## src/rtl/div_rate_ctrl.sv

```systemverilog
// div_rate_ctrl: a single free-running prescaler that yields a clock-enable tick
// and a 50% square wave at clk/2, /4, /8 or /16. Rate changes arrive over a
// req/ack handshake and are applied only at the counter's common wrap point,
// so no output period is ever truncated.
module div_rate_ctrl #(
    parameter int CNT_W     = 4,
    parameter int MAX_SEL   = 3,
    parameter int RESET_SEL = 0
) (
    input  logic       clk,
    input  logic       rst_n,
    input  logic       ena,
    input  logic       rate_req,
    input  logic [2:0] rate_sel,
    output logic       rate_ack,
    output logic       rate_err,
    output logic       busy,
    output logic [2:0] cur_sel,
    output logic       tick,
    output logic       div_out
);

    localparam int SEL_W = 3;

    // Two-state handshake FSM.
    localparam logic ST_IDLE    = 1'b0;
    localparam logic ST_PENDING = 1'b1;

    logic             state;
    logic [CNT_W-1:0] cnt;
    logic [SEL_W-1:0] pend_sel;
    logic [CNT_W-1:0] bit_sel;
    logic [CNT_W-1:0] period_mask;
    logic             wrap;

    // Decode the active rate into the counter bit that drives div_out and the
    // low-bit mask whose all-ones value marks the end of a period.
    always_comb begin
        // NOTE: every combinational output gets a default first so no path can
        // leave it unassigned, which would infer a latch.
        bit_sel     = '0;
        period_mask = '0;
        bit_sel     = CNT_W'(1) << cur_sel;
        period_mask = bit_sel | (bit_sel - CNT_W'(1));
    end

    assign tick    = ena & ((cnt & period_mask) == period_mask);
    assign div_out = |(cnt & bit_sel);
    assign busy    = (state == ST_PENDING);

    // The all-ones count is a period boundary for every legal rate, so it is
    // the only safe point to swap rates.
    assign wrap = ena & (cnt == {CNT_W{1'b1}});

    // Free-running prescaler; holds while ena is low and wraps naturally.
    always_ff @(posedge clk or negedge rst_n) begin
        if (!rst_n) begin
            cnt <= '0;
        end else if (ena) begin
            // NOTE: sequential state uses non-blocking assignments so every
            // flop samples pre-edge values regardless of statement order.
            cnt <= cnt + CNT_W'(1);
        end
    end

    // Request handshake: accept legal codes in IDLE, flag illegal ones, and
    // commit the pending code at the next enabled wrap.
    always_ff @(posedge clk or negedge rst_n) begin
        if (!rst_n) begin
            state    <= ST_IDLE;
            cur_sel  <= SEL_W'(RESET_SEL);
            pend_sel <= SEL_W'(RESET_SEL);
            rate_ack <= 1'b0;
            rate_err <= 1'b0;
        end else begin
            rate_ack <= 1'b0;
            rate_err <= 1'b0;
            case (state)
                ST_IDLE: begin
                    if (rate_req) begin
                        if (rate_sel <= SEL_W'(MAX_SEL)) begin
                            pend_sel <= rate_sel;
                            state    <= ST_PENDING;
                        end else begin
                            rate_err <= 1'b1;
                        end
                    end
                end
                ST_PENDING: begin
                    // New requests are ignored here, including on the switch edge.
                    if (wrap) begin
                        cur_sel  <= pend_sel;
                        rate_ack <= 1'b1;
                        state    <= ST_IDLE;
                    end
                end
                default: state <= ST_IDLE;
            endcase
        end
    end

endmodule

```

## config.mk

```make
export PLATFORM = sky130hd
export DESIGN_NAME = div_rate_ctrl
export DESIGN_NICKNAME = d
export VERILOG_FILES = /design/src/rtl/div_rate_ctrl.sv
export SDC_FILE = /design/constraint.sdc
export NUM_CORES = 1
export LEC_CHECK = 0
export CORE_AREA = 8 8 45 47
export CTS_BUF_LIST = sky130_fd_sc_hd__clkbuf_4 sky130_fd_sc_hd__clkbuf_8
export DETAILED_ROUTE_END_ITERATION = 6
export DIE_AREA = 0 0 53 55
export HOLD_SLACK_MARGIN = 0.15
export PLACE_DENSITY = 0.72
export SYNTH_ARGS = -nofsm -noshare
export SYNTH_HDL_FRONTEND = slang
export SYNTH_SLANG_ARGS = --single-unit
```

## constraint.sdc

```tcl
create_clock -name clk -period 1.65 [get_ports clk]
set_input_delay 0.33 -clock clk [delete_from_list [all_inputs] [get_ports clk]]
set_output_delay 0.33 -clock clk [all_outputs]
set_load 0.02 [all_outputs]
```

After elaboration in Yosys (flattened, before gate mapping):

Cells that the tools add are included.

* register bits after elaboration: 13
* input bits: 7
* output and inout bits: 8
* logic and storage cells: 30

* add/subtract/negate cells: 2
* order comparisons: 1
* eq/ne operators: 2
* shift operators: 1
* multiplexer cells: 9
* bitwise logic cells: 6
* reduce and logical (&&, ||, !) cells: 3

Operators with widths (number)
* $and A4 B4 Y4: 2
* $mux W1: 8
* $add A4 B1 Y4 const B: 1
* $eq A4 B4 Y1: 1
* $eq A4 B4 Y1 const B: 1
* $or A4 B4 Y4: 1
* $reduce_or A4 Y1: 1
* $shl A1 B3 Y4 const A: 1
* $sub A4 B1 Y4 const B: 1
* $le A3 B2 Y1 const B: 1
* $reduce_and A3 Y1: 1
* $and A1 B1 Y1: 2
* $pmux W1 S2: 1
* $reduce_and A2 Y1: 1
* $not A1 Y1: 1

Longest topological paths before layout:

Gate-level depths: netlist of run 1.

* depth in word-level cells: 6
* mapped depth: 4
* depth with buffers taken out: 4

Least setup slack after synthesis of run 1:

No wires, ideal clock.

* path type: register -> output
* from: register cur_sel[0]
* to: output port div_out
* arrival: 1.215 ns
* required time: 1.320 ns
* slack: 0.105 ns
* stages on the path, launching flop included: 3
* path buffers: 0
* cell sequence: dfrtp_1 -> mux4_2 -> nor2b_1

* word-level cells in the longest chain between the ends: 3

Ends and longest elaborated chain
* start: declaration: RTL line 18 `output logic [2:0] cur_sel,`
* start signal: assignment: RTL line 71 `cur_sel <= SEL_W'(RESET_SEL);`
* start signal: assignment: RTL line 92 `cur_sel <= pend_sel;`
* $shl A1 B3 Y4: RTL line 43 `bit_sel = CNT_W'(1) << cur_sel;`
* $and A4 B4 Y4: RTL line 48 `assign div_out = |(cnt & bit_sel);`
* $reduce_or A4 Y1: RTL line 48
* end: declaration: RTL line 20 `output logic div_out`

Every way passes these cells.

Worst setup path after layout of run 1:

Ends and elaborated chain as after synthesis.

==> results.json, run 1 <==
{
  "final_area_um2": 839.6,
  "gp_congestion": 0.8720,
  "ant_nets": 0,
  "num_vias": 402,
  "clkTransAtPathRegs_ns": 0.08,
  "cellInternalPower_uw": 955.5,
  "dp.cells": 81,
  "fin_crit_sh_pct": 105.2,
  "synth_edf_count": 0,
  "row_count": 14,
  "dieArea_um2": 2915,
  "worst_path_largest_cell_delay_ns": 0.50,
  "netlist_area_um2": 573.1,
  "wl_per_cell_um": 12.74,
  "groute.usage.overall_pct": 8.098,
  "hpwlAfterDp_um": 874.5,
  "max_clock_freq_mhz": 576.0,
  "endpoint_kind": "output pin",
  "worst_hold_path_type": "in2async",
  "finalClockSkew_ns": 0.005513,
  "clk_path_buf_depth": 2,
  "io_buffers": 14,
  "power_frac_clock_pct": 14.8,
  "fillers": 107,
  "seqCellArea_um2": 325.3,
  "vdd_drop_max_mv": 1.067,
  "synth-seq-cells": 13,
  "h-tree-depth": 1,
  "cp_max_fo": 2,
  "critPathRequiredTime_ns": 1.32,
  "worstMarginPinSlew_ns": 0.3233,
  "p_leak_nw": 0.4288,
  "fin_cells": 85,
  "ys.warnings.count": 0,
  "crit_family": "multiplexers",
  "grt-ovfl-total": 0,
  "wl_um": 1083,
  "layout_commonest_cell": "dfrtp_1",
  "setup_ws_ns": -0.08616,
  "ff2ff_path_depth": 5,
  "switching_share_pct": 33.28,
  "routed_via_density": 4.729,
  "power.switching_uw": 476.7,
  "cp_slowest_cell": "mux4_2",
  "drive_above_1_share_pct": 37.68,
  "dieHeight_um": 55,
  "multi_input_area_um2": 247.7,
  "comb_power_share_pct": 49.8,
  "postSynthCellCount": 41,
  "insertion_delay_ns": 0.28,
  "nNetsFinal": 78,
  "cts_tree": "built",
  "syn_nets": 49,
  "hold_viol": 0,
  "cp.depth": 3,
  "die_x_um": 53,
  "areaGrowthSynthToFinish_pct": 46.51,
  "worstSetupStartpointType": "register",
  "violations": "setup timing",
  "crit_type": "reg2out",
  "outcome": "finished with violations",
  "grt_pass1_wl_um": 1718,
  "drc": 0,
  "grt_antenna_before_repair": 0,
  "finish.utilization_pct": 60.67,
  "drt_iter0_drc": 1,
  "grt_pass1_vias": 395,
  "dpl_cell_area_um2": 808.3,
  "synth.distinct_cells": 21,
  "ys_seq_area_share_pct": 56.77,
  "power_density_nw_per_um2": 1706,
  "postCtsHoldBufs": 0,
  "post_synth.cell_area_avg_um2": 13.98,
  "synth-main-ff-cell": "dfrtp_1",
  "drt_first_pass_iters": 4,
  "crit_path_cell_trace": "mux4_2, nor2b_4, buf_6",
  "post_cts_buffers": 0,
  "grt_setup_unrepaired": "true",
  "final_cell_mix": "dfrtp_1 (13), buf_4 (11), clkdlybuf4s50_1 (8)",
  "worstPathArrival_ns": 1.41,
  "slew_headroom_pct": 78.38,
  "maxSlewViolCount": 0,
  "setup_violations": 1,
  "maxCapViolCount": 0,
  "grt_max_degree": 8,
  "numCtsBuffers": 3,
  "core_um2": 1384,
  "numClockSinks": 13,
  "period_needed_ns": 1.736,
  "start_util_pct": 41.41,
  "num_antenna_cells": 0,
  "ios": 15,
  "synthArstFlopShare_pct": 100.0,
  "clock-root-buffer": "clkbuf_4",
  "crit_buf_inv": 1,
  "seq_power_share_pct": 35.4
}
final timing paths:
check,from,endpoint,slack [ns]
min in group clk,pend_sel[2],pend_sel[2],0.50
setup reg to reg,cnt[0],cur_sel[0],0.24
hold / removal,rst_n,cnt[1],0.31
setup / recovery,cur_sel[0],div_out,-0.09
hold reg to reg,pend_sel[2],pend_sel[2],0.50
max in group asynchronous,rst_n,rate_ack,0.93
per-stage QoR:
| step | setup slack, ns | total power [mW] | setup TNS [ns] | hold slack (ns) |
|---|---|---|---|---|
| final | -0.08616 | 1.432 | -0.08616 | 0.3058 |
| after global routing | -0.1572 | 1.525 | -0.1976 | 0.3233 |
| after CTS | -0.1219 | 1.394 | -0.1219 | 0.3014 |
| after detailed placement | -0.2850 | 1.229 | -0.6198 | 0.4808 |
| after global placement | -0.2572 | 1.210 | -0.5563 | 0.4713 |
| after floorplan | 0.1046 | 0.8878 | 0 | 0.03441 |
power by group through the flow:
stage | Sequential [mW] | Clock (mW) | Combinational [mW]
final | 0.507 | 0.211 | 0.713
after global routing | 0.530 | 0.227 | 0.768
after CTS | 0.509 | 0.220 | 0.664
after detailed placement | 0.516 | 0 | 0.713
after global placement | 0.512 | 0 | 0.698
after floorplan | 0.589 | 0 | 0.299
registers in the layout (all words and copies together), names as in the netlist:
signal / count
busy: 1
rate_ack: 1
cur_sel: 3
pend_sel: 3
rate_err: 1
cnt: 4
cells in the mapped netlist, types with 2 or more instances:
| library cell | n | share of area, % |
|---|---|---|
| nor2_1 | 2 | 1.3 |
| xnor2_1 | 2 | 3.1 |
| mux2_4 | 3 | 7.9 |
| mux2_2 | 3 | 5.9 |
| dfrtp_1 | 13 | 57 |
| o21bai_1 | 2 | 2.6 |
| inv_1 | 2 | 1.3 |
area by class of cell:
class	instances	area share [%]
flip-flops and latches	13	38.75
inverters	2	0.8942
well taps	16	2.385
clock buffers	4	3.577
repair buffers	24	24.89
multi-input cells	26	29.51
routing by layer:
layer  GRT usage (%)  part of all wire [%]  up-vias
met5               0                     0        -
met4           7.759                   1.6        0
met3          0.8021                   5.9        2
met2           12.11                    49       11
met1           9.984                    43      188
li1                -                     -      201
timing repair:
action / in CTS / in global routing
resized for setup: 13 / 3
endpoints found under the setup margin: 6 / 2
cloned: 0 / 0
pin swaps: 0 / 2
logic make-up (layout without fill, tap and decap cells):
family,count (synthesis),after routing,share of synthesized area [%]
xor+xnor,3,3,4.586
mux,7,7,17.68
flops,13,13,56.77
buf+inv,2,30,1.311
compound gates,3,3,3.712
simple gates,12,12,13.76
fa+ha+maj,1,1,2.183
Power figures use the tool's default switching activity.
==> inputs of run 2 (changes only) <==
- CORE_AREA: 8 8 45 47 -> not set
- CORE_MARGIN: not set -> 8
- CORE_UTILIZATION: not set -> 40
- DIE_AREA: 0 0 53 55 -> not set
- PLACE_DENSITY: 0.72 -> 0.68
==> results.json, run 2 (synthesized netlist as in run 1, its figures left out) <==
{
  "gp_congestion": 0.8054,
  "critPathRequiredTime_ns": 1.32,
  "grt_pass1_vias": 420,
  "fin_cells": 84,
  "drive_above_1_share_pct": 36.23,
  "p_leak_nw": 0.4210,
  "finish.utilization_pct": 62.58,
  "slew_headroom_pct": 85.41,
  "regMostFlops": "cnt",
  "grt_pass1_wl_um": 1835,
  "maxSlewViolCount": 0,
  "top_regs": "cnt (4), cur_sel (3), pend_sel (3)",
  "vdd_drop_max_mv": 0.7984,
  "maxCapViolCount": 0,
  "violations": "setup timing",
  "io_buffers": 14,
  "comb_power_share_pct": 47.3,
  "ff2ff_path_depth": 5,
  "power.switching_uw": 469.3,
  "drt_iter0_drc": 6,
  "seq_power_share_pct": 37.3,
  "num_vias": 413,
  "wl_um": 1168,
  "outcome": "finished with violations",
  "die_x_um": 53.85,
  "power_frac_clock_pct": 15.5,
  "cellInternalPower_uw": 906.9,
  "groute.usage.overall_pct": 9.157,
  "post_cts_buffers": 0,
  "clk_path_buf_depth": 2,
  "worstSetupStartpointType": "register",
  "clkTransAtPathRegs_ns": 0.08,
  "finalClockSkew_ns": 0.001991,
  "ant_nets": 0,
  "ios": 15,
  "wl_per_cell_um": 13.90,
  "numClockSinks": 13,
  "worstMarginPinSlew_ns": 0.2182,
  "clock-root-buffer": "clkbuf_4",
  "worstPathArrival_ns": 1.41,
  "row_count": 13,
  "cp_max_fo": 2,
  "power_density_nw_per_um2": 1669,
  "holdWs_ns": 0.3536,
  "setup_ws_ns": -0.09267,
  "cts_tree": "built",
  "dp.cells": 80,
  "max_clock_freq_mhz": 573.8,
  "setup_violations": 1,
  "numCtsBuffers": 3,
  "grt_antenna_before_repair": 0,
  "fin_crit_sh_pct": 105.6,
  "nNetsFinal": 78,
  "routed_via_density": 4.917,
  "core_um2": 1318,
  "crit_type": "reg2out",
  "grt_max_degree": 14,
  "dieHeight_um": 53.85,
  "start_util_pct": 43.49,
  "layout_commonest_cell": "dfrtp_1",
  "rr_startpoint": "cnt[0]",
  "grt-ovfl-total": 0,
  "worst_hold_path_type": "in2async",
  "hpwlAfterDp_um": 960.9,
  "place_ws_ns": -0.2847,
  "hold_viol": 0,
  "h-tree-depth": 1,
  "drc": 0,
  "switching_share_pct": 34.10,
  "insertion_delay_ns": 0.27,
  "num_antenna_cells": 0,
  "dieArea_um2": 2900,
  "endpoint_kind": "output pin",
  "crit_start": "cur_sel[0]",
  "drt_first_pass_iters": 4,
  "period_needed_ns": 1.743,
  "grt_setup_unrepaired": "true",
  "areaGrowthSynthToFinish_pct": 43.89,
  "final_cell_mix": "dfrtp_1 (13), buf_4 (11), clkdlybuf4s50_1 (8)",
  "largest_register_ffs": 4
}
-- run 2: cell counts in the layout (fill, tap and decap cells not counted) --
No cell type changed its count.
-- run 2: final timing paths --
| kind | slack [ns] | endpoint |
|---|---|---|
| max | -0.09 | div_out |
| min | 0.35 | rate_ack |
| max reg2reg | 0.25 | cur_sel[1] |
| min reg2reg | 0.50 | pend_sel[2] |
| max in group asynchronous | 1.14 | busy |
| min in group clk | 0.50 | pend_sel[2] |
-- run 2: layout make-up --
cell class / instances / area (µm²)
fillers: 128 / 493.0
inverters: 2 / 7.507
flip-flops and latches: 13 / 325.3
multi-input cells: 26 / 240.2
well taps: 15 / 18.77
repair buffers: 24 / 202.7
clock buffers: 4 / 30.03
-- run 2: critical path, stage by stage (launching register included) --
cell,delay [ns]
dfrtp_1,0.37
mux4_2,0.48
nor2b_1,0.13
buf_2,0.15
-- run 2: repair_timing --
item                                   CTS  global route
endpoints found under the hold margin    0             0
setup endpoints to repair                6             2
resized for setup                       12             1
hold buffers                             0             0
pin swaps                                1             0
-- run 2: power by group through the flow --
stage          logic, mW  registers (mW)  clock network [mW]
3_3_place_gp       0.699           0.515                   0
6_report           0.650           0.513               0.213
3_5_place_dp       0.711           0.522                   0
4_1_cts            0.655           0.515               0.221
5_1_grt            0.704           0.529               0.235
2_1_floorplan      0.299           0.589                   0
-- run 2: layer usage --
metal	up-vias	track usage [%]	share of wire, %
met2	11	13.90	47
met3	4	3.581	6.8
met5	-	0	0
met1	197	10.36	44
li1	201	-	-
met4	0	6.303	2.3
-- run 2: stage by stage --
step / total power, mW / cell area, µm² / setup TNS (ns)
finish: 1.376 / 824.5 / -0.09267
global route: 1.467 / 824.5 / -0.2534
CTS: 1.391 / 822.0 / -0.1062
detailed placement: 1.233 / 807.0 / -0.6758
global placement: 1.215 / 807.0 / -0.5539
floorplan: 0.8878 / 573.1 / 0
==> inputs of run 3 (changes only) <==
- GPL_ROUTABILITY_DRIVEN: not set -> 1
- GPL_TIMING_DRIVEN: not set -> 0
==> results.json, run 3 (synthesized netlist as in run 1, its figures left out) <==
{
  "hold_viol": 0,
  "io_buffers": 14,
  "finalClockSkew_ns": 0.003173,
  "drt_first_pass_iters": 3,
  "outcome": "finished with violations",
  "setup_violations": 2,
  "core_um2": 1318,
  "dpl_cell_area_um2": 732.0,
  "place_ws_ns": -0.4366,
  "worstPathArrival_ns": 1.43,
  "critPathRequiredTime_ns": 1.32,
  "power_density_nw_per_um2": 1774,
  "setup_ws_ns": -0.1105,
  "holdWs_ns": 0.4220,
  "drc": 0,
  "fin_tns_setup_ns": -0.1165,
  "grt_pass1_wl_um": 1890,
  "numClockSinks": 13,
  "grt_antenna_before_repair": 0,
  "dieHeight_um": 53.85,
  "reg2reg_slack_ns": 0.23,
  "clkTransAtPathRegs_ns": 0.08,
  "hpwlAfterDp_um": 810.3,
  "h-tree-depth": 1,
  "p_leak_nw": 0.4029,
  "drive_above_1_share_pct": 34.38,
  "rr_startpoint": "cnt[0]",
  "numCtsBuffers": 3,
  "fillers": 120,
  "grt_setup_unrepaired": "true",
  "final_area_um2": 805.8,
  "dieArea_um2": 2900,
  "clock-root-buffer": "clkbuf_4",
  "num_antenna_cells": 0,
  "ff2ff_path_depth": 5,
  "regMostFlops": "cnt",
  "cp_max_fo": 2,
  "maxSlewViolCount": 0,
  "num_vias": 386,
  "finish.utilization_pct": 61.16,
  "ios": 15,
  "top_regs": "cnt (4), cur_sel (3), pend_sel (3)",
  "routed_via_density": 4.886,
  "gp_congestion": 0.7462,
  "period_needed_ns": 1.760,
  "grt_pass1_vias": 396,
  "crit_type": "reg2out",
  "groute.usage.overall_pct": 9.370,
  "clk_path_buf_depth": 2,
  "violations": "setup timing",
  "vdd_drop_max_mv": 0.8041,
  "drt_iter0_drc": 2,
  "worst_hold_path_type": "in2async",
  "layout_commonest_cell": "dfrtp_1",
  "worstSetupStartpointType": "register",
  "dp.cells": 70,
  "maxCapViolCount": 0,
  "die_x_um": 53.85,
  "largest_register_ffs": 4,
  "fin_crit_sh_pct": 106.7,
  "start_util_pct": 43.49,
  "wl_per_cell_um": 14.39,
  "finalPower_mw": 1.429,
  "worstMarginPinSlew_ns": 0.5908,
  "endpoint_kind": "output pin",
  "nNetsFinal": 73,
  "grt-ovfl-total": 0,
  "ant_nets": 0,
  "slew_headroom_pct": 60.49,
  "regToRegEndpoint": "cur_sel[2]",
  "wl_um": 1137,
  "postCtsHoldBufs": 0,
  "max_clock_freq_mhz": 568.0,
  "insertion_delay_ns": 0.28,
  "areaGrowthSynthToFinish_pct": 40.61,
  "final_cell_mix": "dfrtp_1 (12), clkdlybuf4s50_1 (8), buf_4 (5)",
  "cts_tree": "built",
  "grt_max_degree": 14,
  "row_count": 13,
  "fin_cells": 79
}
-- run 3: worst max path at each step --
stage                          start  endpoint  slack (ns)  cells past startpoint
after floorplan           cur_sel[0]   div_out        0.10                      2
after global placement           ena      tick       -0.41                      4
after detailed placement         ena      tick       -0.44                      4
after CTS                 cur_sel[0]   div_out       -0.14                      3
after global routing      cur_sel[0]   div_out       -0.17                      3
final                     cur_sel[0]   div_out       -0.11                      3
-- run 3: where the power goes --
| group | leakage [nW] | total, mW | switching (mW) | internal [mW] |
|---|---|---|---|---|
| Combinational | 0.223 | 0.693 | 0.293 | 0.400 |
| Sequential | 0.162 | 0.524 | 0.0880 | 0.436 |
| Clock | 0.0184 | 0.212 | 0.102 | 0.110 |
-- run 3: per-layer routing --
layer | vias up | global-route usage, % | share of wire, %
met2 | 12 | 12.16 | 43
met5 | - | 0 | 0
met4 | 0 | 5.042 | 1.5
met3 | 3 | 6.061 | 10
met1 | 180 | 11.45 | 46
li1 | 191 | - | -
-- run 3: cell type report --
type                       instances  area [µm²]  area share (%)
sequential                        13       326.6           40.53
multi-input combinational         26       247.7           30.75
timing repair buffer              19       175.2           21.74
clock buffer                       4       30.03           3.727
tap                               15       18.77           2.329
inverter                           2       7.507          0.9317
-- run 3: worst max-delay path: stages, from the launching register on --
cell     delay [ns]
dfrtp_2        0.38
mux4_2         0.50
nor2b_4        0.14
buf_6          0.13
-- run 3: what timing repair did --
item,CTS,global route
setup endpoints to repair,6,2
pin swaps,1,0
setup buffers,5,0
gates resized for setup,15,4
